===== src/rtl/uart_sniff_arb_pkg.sv =====
// Shared definitions for the UART sniffer tap: tag defaults, FSM states and
// the round-robin source picker.
package uart_sniff_arb_pkg;

  localparam int unsigned FIFO_DEPTH_DEF = 16;
  localparam logic [7:0]  TAG_B1_DEF     = 8'h31;
  localparam logic [7:0]  TAG_B2_DEF     = 8'h32;

  typedef enum logic [2:0] {
    ST_IDLE,
    ST_TAG_WAIT,
    ST_TAG_RDY,
    ST_DATA_WAIT,
    ST_DATA_RDY
  } state_t;

  typedef enum logic {
    SRC_B1 = 1'b0,
    SRC_B2 = 1'b1
  } src_t;

  // On a tie the source not served last time wins.
  function automatic src_t rr_pick(input logic b1_ne, input logic b2_ne,
                                   input src_t last);
    if (b1_ne && b2_ne) return (last == SRC_B2) ? SRC_B1 : SRC_B2;
    else if (b1_ne)     return SRC_B1;
    else                return SRC_B2;
  endfunction

endpackage


===== src/rtl/uart_sniff_arb_sniff_fifo.sv =====
// Synchronous first-word-fall-through byte FIFO with wrap-bit pointers.
// A read in the same cycle as a write frees a slot, so a full FIFO accepts it.
module sniff_fifo
  import uart_sniff_arb_pkg::*;
#(
  parameter int unsigned DEPTH = FIFO_DEPTH_DEF
) (
  input  logic       clk,
  input  logic       rst_n,
  input  logic       wr_en,
  input  logic [7:0] wr_data,
  input  logic       rd_en,
  output logic [7:0] rd_data,
  output logic       full,
  output logic       empty
);

  localparam int unsigned AW = $clog2(DEPTH);
  localparam logic [AW:0] PTR_ONE = {{AW{1'b0}}, 1'b1};

  logic [7:0]  mem [DEPTH];
  logic [AW:0] wr_ptr;
  logic [AW:0] rd_ptr;
  logic        do_wr;
  logic        do_rd;

  assign empty   = (wr_ptr == rd_ptr);
  assign full    = (wr_ptr[AW] != rd_ptr[AW]) &&
                   (wr_ptr[AW-1:0] == rd_ptr[AW-1:0]);
  assign do_rd   = rd_en && !empty;
  assign do_wr   = wr_en && (!full || do_rd);
  assign rd_data = mem[rd_ptr[AW-1:0]];

  always_ff @(posedge clk or negedge rst_n) begin
    if (!rst_n) begin
      wr_ptr <= '0;
      rd_ptr <= '0;
    end else begin
      if (do_wr) wr_ptr <= wr_ptr + PTR_ONE;
      if (do_rd) rd_ptr <= rd_ptr + PTR_ONE;
    end
  end

  always_ff @(posedge clk) begin
    if (do_wr) mem[wr_ptr[AW-1:0]] <= wr_data;
  end

endmodule


===== src/rtl/uart_sniff_arb.sv =====
// Traffic tap: buffers board-1/board-2 received bytes and forwards them to
// the PC uart_tx as atomic {tag, data} records with round-robin arbitration.
module uart_sniff_arb
  import uart_sniff_arb_pkg::*;
#(
  parameter int unsigned FIFO_DEPTH = FIFO_DEPTH_DEF,
  parameter logic [7:0]  TAG_B1     = TAG_B1_DEF,
  parameter logic [7:0]  TAG_B2     = TAG_B2_DEF
) (
  input  logic       clk,
  input  logic       rst,
  input  logic       sniff_en,
  input  logic       b1_valid,
  input  logic [7:0] b1_data,
  input  logic       b2_valid,
  input  logic [7:0] b2_data,
  input  logic       tx_rdy,
  output logic       tx_en,
  output logic [7:0] tx_data,
  output logic [7:0] b1_drops,
  output logic [7:0] b2_drops
);

  logic [1:0] rst_sync;
  logic       rst_n;

  // Assertion is immediate; release is retimed to clk.
  always_ff @(posedge clk or negedge rst) begin
    if (!rst) rst_sync <= '0;
    else      rst_sync <= {rst_sync[0], 1'b1};
  end
  assign rst_n = rst_sync[1];

  logic       b1_wr, b2_wr;
  logic       b1_pop, b2_pop;
  logic       b1_full, b2_full;
  logic       b1_empty, b2_empty;
  logic [7:0] b1_head, b2_head;
  logic       b1_drop, b2_drop;

  assign b1_wr = sniff_en && b1_valid;
  assign b2_wr = sniff_en && b2_valid;

  sniff_fifo #(.DEPTH(FIFO_DEPTH)) u_fifo_b1 (
    .clk     (clk),
    .rst_n   (rst_n),
    .wr_en   (b1_wr),
    .wr_data (b1_data),
    .rd_en   (b1_pop),
    .rd_data (b1_head),
    .full    (b1_full),
    .empty   (b1_empty)
  );

  sniff_fifo #(.DEPTH(FIFO_DEPTH)) u_fifo_b2 (
    .clk     (clk),
    .rst_n   (rst_n),
    .wr_en   (b2_wr),
    .wr_data (b2_data),
    .rd_en   (b2_pop),
    .rd_data (b2_head),
    .full    (b2_full),
    .empty   (b2_empty)
  );

  assign b1_drop = b1_wr && b1_full && !b1_pop;
  assign b2_drop = b2_wr && b2_full && !b2_pop;

  always_ff @(posedge clk or negedge rst_n) begin
    if (!rst_n) begin
      b1_drops <= '0;
      b2_drops <= '0;
    end else begin
      if (b1_drop && (b1_drops != '1)) b1_drops <= b1_drops + 8'd1;
      if (b2_drop && (b2_drops != '1)) b2_drops <= b2_drops + 8'd1;
    end
  end

  state_t     state_q, state_d;
  src_t       last_q, sel;
  logic [7:0] hold_q;
  logic       hold_ld;

  always_ff @(posedge clk or negedge rst_n) begin
    if (!rst_n) begin
      state_q <= ST_IDLE;
      last_q  <= SRC_B2;
      hold_q  <= '0;
    end else begin
      state_q <= state_d;
      if (hold_ld) begin
        last_q <= sel;
        hold_q <= (sel == SRC_B1) ? b1_head : b2_head;
      end
    end
  end

  always_comb begin
    state_d = state_q;
    tx_en   = 1'b0;
    tx_data = '0;
    b1_pop  = 1'b0;
    b2_pop  = 1'b0;
    hold_ld = 1'b0;
    sel     = rr_pick(!b1_empty, !b2_empty, last_q);
    unique case (state_q)
      ST_IDLE: begin
        if ((!b1_empty || !b2_empty) && tx_rdy) begin
          tx_en   = 1'b1;
          tx_data = (sel == SRC_B1) ? TAG_B1 : TAG_B2;
          b1_pop  = (sel == SRC_B1);
          b2_pop  = (sel == SRC_B2);
          hold_ld = 1'b1;
          state_d = ST_TAG_WAIT;
        end
      end
      ST_TAG_WAIT: state_d = ST_TAG_RDY;
      ST_TAG_RDY: begin
        if (tx_rdy) begin
          tx_en   = 1'b1;
          tx_data = hold_q;
          state_d = ST_DATA_WAIT;
        end
      end
      ST_DATA_WAIT: state_d = ST_DATA_RDY;
      ST_DATA_RDY: begin
        if (tx_rdy) state_d = ST_IDLE;
      end
      default: state_d = ST_IDLE;
    endcase
  end

endmodule


===== config.mk =====
export PLATFORM = sky130hd
export DESIGN_NAME = uart_sniff_arb
export DESIGN_NICKNAME = d
export VERILOG_FILES = /design/src/rtl/uart_sniff_arb_pkg.sv /design/src/rtl/uart_sniff_arb_sniff_fifo.sv /design/src/rtl/uart_sniff_arb.sv
export SDC_FILE = /design/constraint.sdc
export NUM_CORES = 1
export LEC_CHECK = 0
export ABC_CLOCK_PERIOD_IN_PS = 2700
export BUFFER_PORTS_ARGS = -buffer_cell sky130_fd_sc_hd__buf_2
export CAP_MARGIN = 0
export CORE_ASPECT_RATIO = 0.6
export CORE_MARGIN = 5
export CORE_UTILIZATION = 55
export CTS_CLUSTER_DIAMETER = 80
export DETAILED_ROUTE_END_ITERATION = 12
export PLACE_DENSITY = 0.75
export SLEW_MARGIN = 0
export SYNTH_ARGS = -nofsm -noshare
export SYNTH_HDL_FRONTEND = slang
export SYNTH_SLANG_ARGS = --single-unit
export TNS_END_PERCENT = 100

===== constraint.sdc =====
create_clock -name clk -period 2.7 [get_ports clk]
set_clock_uncertainty 0.1 [all_clocks]
set_input_delay 0.405 -clock clk [delete_from_list [all_inputs] [get_ports clk]]
set_output_delay 0.405 -clock clk [all_outputs]
set_load 0.1 [all_outputs]

-- Word-level counts from Yosys, hierarchy flattened
Memory sizes are Yosys's and may differ from the RTL's.
Index checks and enable logic that the tools add are counted.
- output and inout port bits: 25
- memories kept: 2
- word-level logic and storage cells: 85
- bits in writable memories: 256
- input bits: 22
- bits in registers: 50
- $add $sub $neg: 6
- mux-type cells: 24
- bitwise operators: 1
- reduce and logical (&&, ||, !) cells: 27
- equal/unequal tests: 15
- memories (name ; depth ; width ; read ports ; clocked after Yosys merged registers in ; wr ports ; line ; source):
    u_fifo_b1.mem ; 16 ; 8 ; 1 ; 0 ; 1 ; uart_sniff_arb_sniff_fifo.sv:21 ; logic [7:0] mem [DEPTH];
    u_fifo_b2.mem ; 16 ; 8 ; 1 ; 0 ; 1 ; uart_sniff_arb_sniff_fifo.sv:21 ;
- operators by type and width (operator ; count):
    $add 5x1->5 const B ; 4
    $add 8x1->8 const B ; 2
    $logic_and 1x1->1 ; 16
    $mux 8 ; 2
    $ne 8x8->1 const B ; 2
    $pmux 8 s2 ; 1
    $pmux 3 s5 ; 1
    $mux 1 ; 14
    $eq 5x5->1 ; 2
    $mux 3 ; 3
    $eq 4x4->1 ; 2
    $eq 3x2->1 const B ; 2
    $logic_not 1->1 ; 6
    $mux 6 ; 1
    $ne 2x2->1 const B ; 3
    $eq 3x1->1 const B ; 1
    $eq 3x3->1 const B ; 1
    $logic_not 3->1 ; 1
    $logic_or 1x1->1 ; 3
    $reduce_and 3->1 ; 1
    $mux 2 ; 1
    $ne 1x1->1 ; 2
    $pmux 1 s2 ; 1
    $not 1->1 ; 1

-- Longest topological paths before layout
Gate-level depths: netlist of the first run.
- depth after elaboration: 12
- depth in mapped cells: 8
- depth with buffers taken out: 6

-- By module
A second synthesis of the first run with hierarchy kept.
- cells, all modules: 673
- area, all modules: 12555.8 um2
- by module, submodules not included (module ; area each (um2) ; cells an instance ; seq. area each (um2) ; instances):
    sniff_fifo at u_fifo_b2 ; 5547.8 ; 269 ; 4093.9 ; 1
    sniff_fifo at u_fifo_b1 ; 5527.8 ; 269 ; 4093.9 ; 1
    uart_sniff_arb ; 1480.2 ; 135 ; 752.0 ; 1

-- Least setup slack after synthesis of the first run
No wires, ideal clock.
- kind: register to output
- start: reg state_q[2]
- end: out tx_data[1]
- buffers on the path: 0
- arrival time: 2.157 ns
- required time: 2.195 ns
- slack: 0.038 ns
- stages on the path, launching flop included: 6
- cell sequence: dfrtp_1 or4b_4 nor2_4 a21o_1 and2_1 a21o_1
- word-level cells in the longest chain between the ends: 2
- elaborated cells between the ends (all ways): 3
- those cells by class: eq/ne: 1; mux: 1; reduce/logical: 1
- RTL lines (item ; line ; source):
    from (decl) ; uart_sniff_arb.sv:79 ; state_t state_q, state_d;
    from (signal assigned) ; uart_sniff_arb.sv:90 ; state_q <= state_d;
    $eq 3x2->1 / $logic_not 3->1 (equally long branches) ; uart_sniff_arb.sv:106 ; unique case (state_q)
    $pmux 8 s2 * ; uart_sniff_arb.sv:106 ;
    to (decl) ; uart_sniff_arb.sv:19 ; output logic [7:0] tx_data,
Mark *: on every way between the ends. The rest lies on a longest branch, timed or not.

-- Worst setup path in the final report of the first run
- start: reg state_q[0]
- end: out tx_data[1]
The elaborated chain is that of the path after synthesis.

==> results of run 1 <==
==> stage by stage <==
stage	hold WS, ns	setup slack (ns)	utilization (%)
after floorplan	0.009409	0.03754	-
after global routing	0.02947	-0.2198	64.88
after global placement	0.003676	0.1798	59.43
after CTS	0.02004	-0.1461	64.12
after detailed placement	0.01822	0.09654	59.43
final	0.004996	-0.1460	64.88
==> layout by cell type (no fill, tap or decap), drive strengths merged, types with 2 or more instances in the layout <==
cell	count
dfrtp	49
a211oi	6
nor2b	5
o21a	3
nor2	20
buf	128
o21ai	9
or2	3
a32oi	8
nand2	19
nor4	2
edfxtp	256
and3	31
ha	12
mux2	13
or4b	2
xor2	11
clkinv	13
and2	15
a21o	2
a21oi	10
nand4	7
nand3	20
inv	7
nand3b	4
mux2i	33
clkbuf	36
xnor2	32
mux4	63
==> sequential cells by signal, summed over array words and instances, names as in the netlist, 8 cells and up <==
register,cells
hold_q,8
b2_drops,8
b1_drops,8
u_fifo_b2.mem,128
u_fifo_b1.mem,128
==> logic make-up (layout without fill, tap and decap cells) <==
logic type / count (synthesis) / after routing / share of synthesized area [%]
AO/OA/AOI/OAI: 41 / 41 / 2.598
XOR/XNOR: 43 / 43 / 3.021
adder cells (fa/ha/maj): 12 / 12 / 1.181
buffers and inverters: 40 / 185 / 1.614
flip-flops: 306 / 306 / 70.32
multiplexers: 109 / 109 / 14.91
other: 1 / 1 / 0.02950
AND/OR/NAND/NOR: 133 / 133 / 6.328
==> worst min-delay path by stage <==
stage                 from           to  slack, ns  cells after the start
2_1_floorplan          rst  rst_sync[0]      0.009                      0
3_3_place_gp   rst_sync[1]  b2_drops[5]      0.004                      0
3_5_place_dp   rst_sync[1]  b2_drops[5]       0.02                      0
4_1_cts        rst_sync[1]  b2_drops[7]       0.02                      0
5_1_grt        rst_sync[1]  b2_drops[7]       0.03                      0
6_report       rst_sync[1]  b2_drops[7]      0.005                      0
==> per-layer routing <==
metal | vias to the layer above | GRT usage (%) | routed length, microns
met4 | 0 | 4.339 | 492
met5 | - | 0 | 0
li1 | 2961 | - | -
met1 | 3656 | 34.96 | 12730
met3 | 33 | 4.298 | 2280
met2 | 323 | 30.38 | 12390
==> critical path: cells and delay by family, from the launching register on <==
kind	cells	cell delay, ns
AND/OR/NAND/NOR	3	0.81
AO/OA/AOI/OAI	2	0.33
flip-flops	1	0.47
buffers and inverters	1	0.19
==> power by group <==
part / total (mW) / internal (mW) / switching (mW) / leakage (nW)
Combinational: 5.54 / 2.41 / 3.13 / 2.03
Sequential: 5.97 / 5.61 / 0.355 / 2.93
Clock: 3.59 / 1.93 / 1.66 / 0.408
Total: 15.1 / 9.96 / 5.14 / 5.36
==> what timing repair did <==
| item | 4_1_cts | 5_1_grt |
|---|---|---|
| setup buffers | 17 | 8 |
| hold buffers | 1 | 0 |
| resized for setup | 36 | 28 |
| setup endpoints to repair | 9 | 110 |
| endpoints found under the hold margin | 2 | 0 |
| pin swaps | 13 | 9 |
==> cell type report <==
cell class                 count  area (sq um)  share of cell area (%)
multi-input combinational    339          3717                   25.00
tap                          315         394.1                   2.651
timing repair buffer         129         962.2                   6.471
sequential                   306          8956                   60.23
clock buffer                  36         739.5                   4.973
clock inverter                14         77.57                  0.5217
inverter                       6         22.52                  0.1515
==> summary.txt, run 1 <==
Critical path
  – Crit path max fanout: 6
  – Origin of the critical flop-to-flop path: state_q[2]
  – Setup crit end kind: output port
  – Slowest CP cell: or4b_4
  – Crit path largest cell delay: around 0.54 ns
  – Worst Path Required: 2.19 ns
  – Most Frequent Cell on Critical Path: a21o_1
  – Reg-to-reg endpoint: u_fifo_b1.mem[13][0]
  – Data arrival time of the worst path: ~2.3 ns
  – Setup crit start: state_q[0]
  – R2r setup slk: 0.08 ns
  – CP Launch Type: flop
  – R2R depth: 9
  – Worst-path cell chain: or4b_4 -> nor2_4 -> a21o_1 -> and2_4 -> a21o_1 -> buf_12
  – Setup CP Type: reg2out
  – Crit path to: tx_data[1]

Timing
  – Final WS setup: -0.1460 ns
  – Max_slew headroom: 61.66%
  – RSZ-0062 raised after global routing: true
  – TNS Setup: -0.3635 ns
  – Post-route minimum period: 2.846 ns
  – Final Slew Violations: 0
  – Slew of the pin with the lowest slew margin: 0.5752 ns
  – Setup violations, final: 5
  – Achievable Freq: 351.4 MHz
  – Period utilization: 105.4%
  – Final Hold Vio Count: 0

Floorplanning
  – Die area: 26360 sq um
  – Starting density of the core: 55.47%
  – Die width: 206.3 microns
  – Rows: 43
  – Ports: 47
  – Die Span Y: around 130 microns
  – Core area: 22920 sq um

Clock tree
  – Num CTS Buffers: 27
  – Worst-Skew Late Latency: 0.55 ns
  – Maximum clock path buffer count: 3
  – Clock sinks: between 300 and 400
  – Clock-pin slew of the registers on the worst-case setup and hold paths: ~0.070 ns
  – Clock tree from TritonCTS: yes
  – H-tree depth: 1
  – Clk root buf: clkbuf_16

Yosys
  – Post-synth EDFFs: 256
  – Yosys warning total: 0
  – Top cell type's share of synthesized area: between 60 and 70%
  – Async S/R FF share, synth: 16.34%
  – Ys flop type: edfxtp_1
  – Mean Syn Cell Area: 18.56 sq um
  – Synth top area cells: edfxtp_1 60%, mux4_2 11%, dfrtp_1 9.6%, mux2i_1 2.6%, xnor2_1 2.1%
  – Mapped cell area: 12710 sq um
  – Netlist cell types: 52
  – Yosys top cell by area: edfxtp_1
  – Top-count cell post-synth: edfxtp_1
  – Most common library cells after synthesis: 256 x edfxtp_1, 63 x mux4_2, 49 x dfrtp_1
  – Syn nets: ~720
  – Seq/Total Area, Yosys: between 70% and 80%
  – Mapped Cells: 685
  – FF+latch count, synth: just over 300

Detailed routing
  – TritonRoute pass-1 iters: 5
  – Iter 0 DRT Violations: roughly 850
  – DR vias: 6973
  – Vias per inst: 6.090
  – Drc violations: 0
  – Post-route ant nets: 0
  – Wirelength per Cell: 24.36 microns
  – Final wirelength: 27900 microns

Finish
  – Fill count: 1504
  – Non-filler instance count after layout: 1145
  – Layout cells sized above 1: 35.30%
  – Fin nets: 843
  – Design area: 14870 sq um
  – Area growth syn-to-layout: 16.96%
  – Antenna Cells: 0

Global routing
  – Largest net degree at the start of global routing: 41
  – Total GRT Usage: 21.42%
  – Vias in the first global route: 6971
  – GRT overflow: 0
  – Global-route wire length before repair: about 43000 microns
  – Initial antenna violation count: 0

Pwr
  – Pwr Total: ~15 mW
  – Pwr dens: just over 1000 nW/um^2
  – Maximum VDD drop: 0.6353 mV
  – Leakage dissipation: 5.365 nW

Status
  – Failing checks: negative setup slack
  – Outcome: complete, but fails checks

Hold path
  – HP Class: reg2async

Place
  – IO buf count: 46
  – Placer Congestion: 0.8664
  – Dpl hpwl: 18400 microns
  – Area of placed instances: 13620 sq um
  – Dpl cells: 1069

Run
  – Max capacitance violation total: 0
(Power assumes the default switching activity.)
==> inputs of run 2 (changes only) <==
Settings changed: CORE_MARGIN 5 to not set.
==> run 2 against run 1 <==
  * The run still ends with negative setup slack left
  * Sequential share of layout area is 0.33 points lower
  * Design area is 0.55% higher
  * Fmax is 0.28% lower
  * Combinational power is 2% higher
  * Critical path depth is 1 higher
  * Sequential power hardly changed
  * Count of clock-buffer cells in the layout is 2 higher
  * Power is 4.4% higher
  * Cell count is 0.96% lower
  * Flip-flop and latch count stayed put
  * Largest cell class unchanged
  * Largest power group unchanged
==> summary.txt, run 2 (synthesis results as in run 1) <==
Timing
  – TNS Setup: -0.2514 ns (+0.1121 ns)
  – Final WS setup: -0.1540 ns (-0.007965 ns)
  – Final Hold Vio Count: 0 (unchanged)
  – Period utilization: 105.7% (+0.30 points)
  – WHS: 0.06872 ns (+0.06372 ns)
  – Post-route minimum period: 2.854 ns (+0.007965 ns)
  – RSZ-0062 raised after global routing: true
  – Slew of the pin with the lowest slew margin: 0.7958 ns (+0.2206 ns)
  – Final Slew Violations: 0 (unchanged)
  – Setup violations, final: 2 (-3)
  – Max_slew headroom: 46.95% (-15 points)
  – Achievable Freq: 350.4 MHz (-0.28%)

Global routing
  – Initial antenna violation count: 0 (unchanged)
  – Vias in the first global route: 6887 (-1.2%)
  – Largest net degree at the start of global routing: 35 (-15%)
  – GRT overflow: 0 (unchanged)
  – Total GRT Usage: 24.04% (+2.6 points)
  – Global-route wire length before repair: 41590 microns (-2.4%)

Finish
  – Layout cells sized above 1: 35.23% (-0.071 points)
  – Area growth syn-to-layout: 17.61%
  – Multi-input gate area: 3697 sq um (-0.54%)
  – Non-filler instance count after layout: 1134 (-0.96%)
  – Design area: 14950 sq um (+0.55%)
  – Antenna Cells: 0 (unchanged)
  – Storage element area: 8956 sq um (unchanged)
  – Fill count: 1402 (-6.8%)
  – Most common cell after layout, fill and taps aside: edfxtp_1
  – Fin nets: 838 (-0.59%)
  – Most frequent cells in the layout: 256 x edfxtp_1, 74 x buf_4, 63 x mux4_2

Detailed routing
  – Post-route ant nets: 0 (unchanged)
  – TritonRoute pass-1 iters: 6 (+1)
  – Drc violations: 0 (unchanged)
  – Top layer in use: met4
  – DR vias: 7033 (+0.86%)
  – Met2 WL post-DR: 11920 microns (-3.8%)
  – Iter 0 DRT Violations: 696 (-18%)
  – WL met1: 12630 microns (-0.84%)
  – Wire length on met3: 2668 microns (+17%)
  – Vias per inst: 6.202 (+1.8%)
  – Final wirelength: 27630 microns (-0.95%)
  – Wirelength per Cell: 24.37 microns (about the same)

Place
  – Placer Congestion: 0.8329 (-3.9%)
  – IO buf count: 46 (unchanged)
  – Dpl hpwl: 18280 microns (-0.66%)
  – Dpl cells: 1055 (-1.3%)
  – Area of placed instances: 13570 sq um (-0.36%)

Floorplanning
  – Rows: 42 (-2.3%)
  – Starting density of the core: 56.92% (+1.5 points)
  – Core area: 22330 sq um (-2.6%)
  – Die area: 23750 sq um (-9.9%)
  – Ports: 47 (unchanged)
  – Die width: 198.3 microns (-3.9%)
  – Die Span Y: 119.8 microns (-6.3%)

Clock tree
  – Worst-Skew Late Latency: 0.54 ns (about the same)
  – Clock sinks: 306 (unchanged)
  – Clock tree from TritonCTS: yes
  – Clk root buf: clkbuf_16
  – Clock-pin slew of the registers on the worst-case setup and hold paths: 0.07 ns (about the same)
  – Num CTS Buffers: 28 (+3.7%)
  – H-tree depth: 1 (unchanged)
  – Maximum clock path buffer count: 3 (unchanged)

Critical path
  – R2R depth: 6 (-3)
  – Reg-to-reg endpoint: u_fifo_b2.mem[3][4]
  – Setup crit end kind: output port
  – Origin of the critical flop-to-flop path: state_q[2]
  – Setup CP Type: reg2out
  – Crit path to: tx_data[1]
  – R2r setup slk: 0.03 ns (-0.05 ns)
  – Worst Path Required: 2.19 ns (about the same)
  – CP Launch Type: flop
  – Setup crit start: u_fifo_b2.rd_ptr[0]
  – Crit path max fanout: 12 (+6)
  – Data arrival time of the worst path: 2.35 ns (about the same)

Pwr
  – Comb power frac: 35.9% (-0.8 points)
  – Maximum VDD drop: 0.7472 mV (+18%)
  – Pwr dens: 1054 nW/um^2 (+3.8%)
  – Share of total power in sequential cells: 37.9% (-1.6 points)
  – Psw: 5.240 mW (+2.0%)
  – Leakage dissipation: 5.389 nW (+0.45%)
  – Clock power frac: 26.2% (+2.4 points)
  – Switching share of power: 33.25% (-0.79 points)
  – Pint: 10.52 mW (+5.7%)

Status
  – Outcome: complete, but fails checks
  – Failing checks: negative setup slack

Hold path
  – HP Class: in2async

Run
  – Max capacitance violation total: 0 (unchanged)
## run 2: changes by cell type in the layout (fill, tap and decap cells not counted), sizes merged
cell,delta
buf,-6
bufinv,+4
clkinv,-4
clkbuf,+2
## run 2: power groups by stage
stage / Clock (mW) / Combinational [mW] / Sequential, mW
finish: 4.13 / 5.66 / 5.97
global route: 4.33 / 5.99 / 6.01
CTS: 4.16 / 5.49 / 5.96
detailed placement: 0 / 5.00 / 6.06
global placement: 0 / 4.87 / 6.02
floorplan: 0 / 3.55 / 6.12
## run 2: worst max-delay path, cell delays in order (launching register included)
cell	delay, ns
dfrtp_1	0.44
xnor2_2	0.23
nand4_4	0.14
or2_4	0.28
buf_6	0.16
and2_4	0.17
a21o_1	0.20
buf_12	0.18
## run 2: through the flow
stage	total power, mW	util, %	setup slack (ns)
global route	16.33	66.95	-0.2036
floorplan	9.668	-	0.03754
CTS	15.61	66.50	-0.1047
detailed placement	11.06	60.77	0.06991
global placement	10.89	60.77	0.1876
finish	15.76	66.95	-0.1540
## run 2: how the worst min path moves through the flow
stage	slack, ns	to	from	cells past startpoint
4_1_cts	0.06	rst_sync[1]	rst	2
6_report	0.07	rst_sync[1]	rst	2
5_1_grt	0.07	rst_sync[1]	rst	2
2_1_floorplan	0.009	rst_sync[0]	rst	0
3_5_place_dp	0.09	rst_sync[0]	rst	1
3_3_place_gp	0.09	rst_sync[0]	rst	1
## run 2: repair_timing
item / in CTS / in global routing
hold buffers: 1 / 0
hold endpoints to repair: 2 / 0
setup endpoints to repair: 7 / 104
resized for setup: 44 / 16
pin swaps: 15 / 10
gates cloned: 0 / 0
buffers inserted: 20 / 6
## run 2: per-layer routing
layer	up-vias	GRT usage (%)
met3	42	3.935
met1	3651	39.96
met4	0	4.409
li1	2946	-
met2	394	33.73
met5	-	0
## run 2: layout make-up
type	count	share of cell area (%)
clock inverter	14	1.121
sequential	306	59.90
inverter	6	0.1506
clock buffer	38	5.356
multi-input combinational	339	24.73
tap	308	2.577
timing repair buffer	123	6.167
